<file path="src/rtl/alu_operand_sel.sv">
// Operand selector for ALU input B: picks one of NSRC packed sources, with an
// optional one-entry valid/ready output register, flush and a sticky select error.
module alu_operand_sel #(
  parameter int XLEN = 32,
  parameter int NSRC = 4,
  parameter int PIPE = 1,
  localparam int SEL_W = (NSRC > 1) ? $clog2(NSRC) : 1
) (
  input  logic                 clk,
  input  logic                 rst_n,
  input  logic                 flush,
  input  logic                 in_valid,
  output logic                 in_ready,
  input  logic [SEL_W-1:0]     src_sel,
  input  logic [NSRC*XLEN-1:0] src_data,
  output logic                 out_valid,
  input  logic                 out_ready,
  output logic [XLEN-1:0]      alu_b,
  output logic                 sel_err,
  input  logic                 err_clr
);

  logic [XLEN-1:0] sel_data_s;
  logic            in_range_s;
  logic            in_ready_s;
  logic            acc_s;
  logic            sel_err_r;

  // Out-of-range indices only exist when NSRC is not a power of two.
  assign in_range_s = (32'(src_sel) < 32'(NSRC));

  // Source multiplexer; out-of-range selects yield zero.
  always_comb begin
    sel_data_s = {XLEN{1'b0}};
    for (int i = 0; i < NSRC; i++) begin
      if (src_sel == SEL_W'(i)) begin
        sel_data_s = src_data[i*XLEN +: XLEN];
      end else begin
        sel_data_s = sel_data_s;
      end
    end
  end

  assign acc_s    = in_valid & in_ready_s;
  assign in_ready = in_ready_s;

  // Sticky select-error flag; a new error beats a simultaneous clear.
  always_ff @(posedge clk or negedge rst_n) begin
    if (!rst_n) begin
      sel_err_r <= 1'b0;
    end else if (acc_s && !flush && !in_range_s) begin
      sel_err_r <= 1'b1;
    end else if (err_clr) begin
      sel_err_r <= 1'b0;
    end else begin
      sel_err_r <= sel_err_r;
    end
  end

  assign sel_err = sel_err_r;

  if (PIPE != 0) begin : g_pipe
    logic            out_valid_r;
    logic [XLEN-1:0] alu_b_r;

    // A consumed slot can be refilled on the same edge, so no bubble at full rate.
    assign in_ready_s = ~out_valid_r | out_ready;

    // Output stage: flush beats accept, accept beats consume.
    always_ff @(posedge clk or negedge rst_n) begin
      if (!rst_n) begin
        out_valid_r <= 1'b0;
        alu_b_r     <= {XLEN{1'b0}};
      end else if (flush) begin
        out_valid_r <= 1'b0;
        alu_b_r     <= alu_b_r;
      end else if (acc_s) begin
        out_valid_r <= 1'b1;
        alu_b_r     <= sel_data_s;
      end else if (out_valid_r && out_ready) begin
        out_valid_r <= 1'b0;
        alu_b_r     <= alu_b_r;
      end else begin
        out_valid_r <= out_valid_r;
        alu_b_r     <= alu_b_r;
      end
    end

    assign out_valid = out_valid_r;
    assign alu_b     = alu_b_r;
  end else begin : g_comb
    assign in_ready_s = out_ready;
    assign out_valid  = in_valid & ~flush;
    assign alu_b      = sel_data_s;
  end

endmodule

</file>
<file path="config.mk">
export PLATFORM = sky130hd
export DESIGN_NAME = alu_operand_sel
export DESIGN_NICKNAME = d
export VERILOG_FILES = /design/src/rtl/alu_operand_sel.sv
export SDC_FILE = /design/constraint.sdc
export NUM_CORES = 1
export LEC_CHECK = 0
export BUFFER_PORTS_ARGS = -buffer_cell sky130_fd_sc_hd__buf_2
export CORE_MARGIN = 2
export CORE_UTILIZATION = 40
export DETAILED_ROUTE_END_ITERATION = 6
export PLACE_DENSITY = 0.82
export SLEW_MARGIN = 20
export SYNTH_ARGS = -nofsm -noshare
export SYNTH_HDL_FRONTEND = slang
export SYNTH_SLANG_ARGS = --single-unit
</file>
<file path="constraint.sdc">
create_clock -name clk -period 2.61 [get_ports clk]
set_input_delay 0.522 -clock clk [delete_from_list [all_inputs] [get_ports clk]]
set_output_delay 0.522 -clock clk [all_outputs]
set_load 0.02 [all_outputs]
</file>
# After elaboration in Yosys (flattened, before gate mapping)
# Cells that the tools add are included.
[word_totals]
input_bits = 136
regBits = 33
word_cells = 20
out_inout_bits = 35
[op_classes]
reduce_logical = 4
eq_ne = 3
n_mux = 7
n_bitwise = 4
[ops]
columns = ["op", "count"]
rows = [
  ["2-to-1 mux 32 bit", 4],
  ["== test 2 bit, second input constant", 2],
  ["2-to-1 mux 1 bit", 3],
  ["nonzero test 3 bit", 1],
  ["== test 2 x 1 -> 1 bit, second input constant", 1],
  ["zero test 2 bit", 1],
  ["NOT 1 bit", 2],
  ["AND reduction 2 bit", 1],
  ["AND 1 bit", 1],
  ["logical AND 1 bit", 1],
  ["bitwise OR 1 bit", 1],
]

# Depth between registers and ports, before layout
[depth]
depth_word = 5
depth_mapped = 4
mapped_depth_nobuf = 3

# Worst setup path after synthesis
# OpenSTA, ideal clock, no wires.
[synth_timing]
path_type = "input-to-reg"
start = "input port src_sel[0]"
end = "register g_pipe.alu_b_r[0], in the netlist alu_b[0]"
arrival_ns = 1.532
slack_ns = 0.953
setup_ns = 0.125
stages = 4
path_cell_list = "buf_6 buf_6 mux4_2 mux2_4"
[synth_between]
elab_chain_cells = 5
word_cells_on_any_way = 8
[synth_rtl]
columns = ["element", "line", "source"]
rows = [
  ["start, declared", "14", "input logic [SEL_W-1:0] src_sel,"],
  ["zero test 2 bit", "36", "if (src_sel == SEL_W'(i)) begin"],
  ["2-to-1 mux 32 bit (3 in a row)", "36", ""],
  ["2-to-1 mux 32 bit *", "36", ""],
  ["end signal, assigned", "73", "alu_b_r <= {XLEN{1'b0}};"],
  ["end signal, assigned", "76", "alu_b_r <= alu_b_r;"],
  ["end signal, assigned", "79", "alu_b_r <= sel_data_s;"],
  ["end, declared", "64", "logic [XLEN-1:0] alu_b_r;"],
]
# Every way passes the cells marked *; elsewhere a longest branch is shown, timed or not.
# A chain may end at the register's enable or synchronous reset.

# Worst setup path in the final report
[layout_timing]
start = "register g_pipe.out_valid_r, in the netlist out_valid"
end = "output port in_ready"
[layout_between]
elab_chain_cells = 2
[layout_rtl]
columns = ["element", "line", "source"]
rows = [
  ["start, declared", "63", "logic out_valid_r;"],
  ["start signal, assigned", "84", "out_valid_r <= out_valid_r;"],
  ["NOT 1 bit", "67", "assign in_ready_s = ~out_valid_r | out_ready;"],
  ["bitwise OR 1 bit", "67", ""],
  ["end, declared", "13", "output logic in_ready,"],
]
# Every way passes these cells.

==> flow_summary.ini <==
[run_status]
status = complete, no violations

[global_route]
antenna_found_initial = 0
grt_first_pass_wirelength_um = 9520
overflow = 0
grt_use_total_pct = 20.6
grt_max_degree = 34
grt_pass1_vias = 1967

[critical_path]
crit_path_top_delay_cell = dfrtp_1
cp-startpoint = out_valid$_DFFE_PN0P_
timing.rr.start = out_valid$_DFFE_PN0P_
crit_chain = nor2b_1, inv_1, buf_2
cp_max_fo = 3
crit_path_max_incr_delay_ns = 0.33
worst_setup_path_start_kind = flop
endpoint_kind = output port
cp.buffers_inverters = 2
worstPathArrival_ns = 1.14
critPathTopFamily = flip-flops
crit_type = flop to output port
worstPathRequired_ns = 2.09

[power]
p_leak_nw = 1.57
power_mw = 1.75
ir_worst_vdd_uv = 315
powerDensity_mw_per_mm2 = 560

[cells_and_area]
areaGrowthSynthToFinish_pct = 44.4
antennaDiodeCount = 0
nets = 417
drive_gt1_share_pct = 85.8

[sta]
worstMarginPinSlew_ns = 0.762
fin_setup_tns_ns = 0
finalSetupViolCount = 0
rsz0062_at_grt = false
min_period_ns = 1.67
hold_violations = 0
fin_skew_ns = 0.0104
maxSlewViolCount = 0
timing.fmax_ghz = 0.600
min_period_over_period_pct = 63.8
slew_headroom_pct = 49.2

[yosys]
synth_cells = 114
synthArstFlopShare_pct = 100
yosys.area_share.xor_xnor_pct = 0
ys_seq_area_share_pct = 38.3
netlist_top_cells_count = dfrtp_1, mux2_4, mux4_2
ys_ff_latch = 33
synth_simple_gate_area_share_pct = 1.22
synth_compound_area_share_pct = 0
synth.most_common_cell = dfrtp_1
synth.distinct_cells = 13
ys_warn_count = 0
synthMuxAreaShare_pct = 55.7
syn_area_mm2 = 0.00216
synth.area.top_cells = dfrtp_1, mux4_2, mux2_4
synth_top_area_cell = dfrtp_1
synth-main-ff-cell = dfrtp_1
syn_nets = 250
synth_top_family_by_area = multiplexers
synth_fa_ha_area_share_pct = 0
synth_edf_count = 0
post-synth-top-area-fraction_pct = 38.3
syn_area_per_cell_um2 = 18.9

[cts]
numCtsBuffers = 5
clock-sinks = 33
clk_latency_ns = 0.28
tritoncts = done
ctsLongestPathBuffers = 2
cts_hold_buffers = 0
ctsResizeCount = 0
root_buffer = clkbuf_8
post-cts-setup-buffer-count = 0
htreeDepth = 2
clkTransAtPathRegs_ns = 0.08

[route]
ant_nets = 0
drt_first_iter_violations = 53
vias = 1770
drc_errors = 0
finalWirelength_um = 5990
wire_per_inst_um = 17.0
firstDrtPassIters = 4
via_per_inst = 5.03

[place]
placement.io_buffers = 168
gp_congestion = 0.762
dp_hpwl_um = 4840

[floorplan]
io_pins = 171
start_util_pct = 41.7
dieWidth_um = 77.5
dieArea_mm2 = 0.00600
die-height_um = 77.5
core_area_mm2 = 0.00517
rows = 26

[min_path]
min_path_type = primary input to asynchronous set/reset pin

[flow_run]
cap_viol_max_count = 0
-- worst paths after layout --
| path | end | slack (ns) | cells after the start |
|---|---|---|---|
| max in group asynchronous | alu_b[25]$_DFFE_PN0P_ | 1.82 | 1 |
| max | in_ready | 0.94 | 3 |
| min | alu_b[1]$_DFFE_PN0P_ | 0.31 | 1 |
| min in group clk | out_valid$_DFFE_PN0P_ | 0.44 | 2 |
| min reg2reg | alu_b[6]$_DFFE_PN0P_ | 0.51 | 1 |
| max reg2reg | alu_b[16]$_DFFE_PN0P_ | 1.00 | 4 |
-- flip-flops by register name (all words and copies together), names as in the netlist --
name	count
out_valid	1
alu_b	32
-- metal layers --
metal,up-vias,share of wire [%],global-route usage [%]
met5,-,0,0
met4,0,1.6,6.79
met3,10,6.2,5.00
met2,85,56,37.2
met1,879,36,23.8
li1,796,-,-
-- cell type report --
type | instances | area (um2)
Clock buffer | 5 | 68.8
Sequential cell | 33 | 826
Clock inverter | 3 | 17.5
Inverter | 1 | 3.75
Timing Repair Buffer | 171 | 876
Tap cell | 70 | 87.6
Multi-Input combinational cell | 69 | 1240
Fill cell | 417 | 2060
-- where the power goes --
group          internal (mW)  switching (mW)
clock network          0.184           0.193
registers              0.622          0.0638
logic                  0.373           0.311
-- kinds of logic after synthesis --
group	Yosys count
buf+inv	12
flops	33
mux	64
other cells	1
simple gates	4
-- metrics by stage --
stage	setup slack (ns)	std cells	util (%)	area, um2	hold slack [ns]
2_1_floorplan	0.953	114	-	2160	0.226
3_3_place_gp	0.711	344	58.6	3030	0.487
3_5_place_dp	0.666	344	58.6	3030	0.488
4_1_cts	0.926	352	60.3	3120	0.322
5_1_grt	0.844	352	60.3	3120	0.350
6_report	0.944	352	60.3	3120	0.305
-- layout by cell type, fill, tap and decap left out --
master,synthesis,routed
mux2_4,30,30
inv_1,1,1
mux4_2,30,30
buf_12,0,1
nor2_1,2,2
clkinvlp_4,0,1
mux2_2,2,2
dfrtp_1,33,33
buf_2,0,168
clkinv_2,0,2
conb_1,1,1
nor3b_4,0,1
nor2b_1,1,1
buf_4,1,2
clkbuf_8,0,5
mux4_1,2,2
Power figures use the tool's default switching activity.
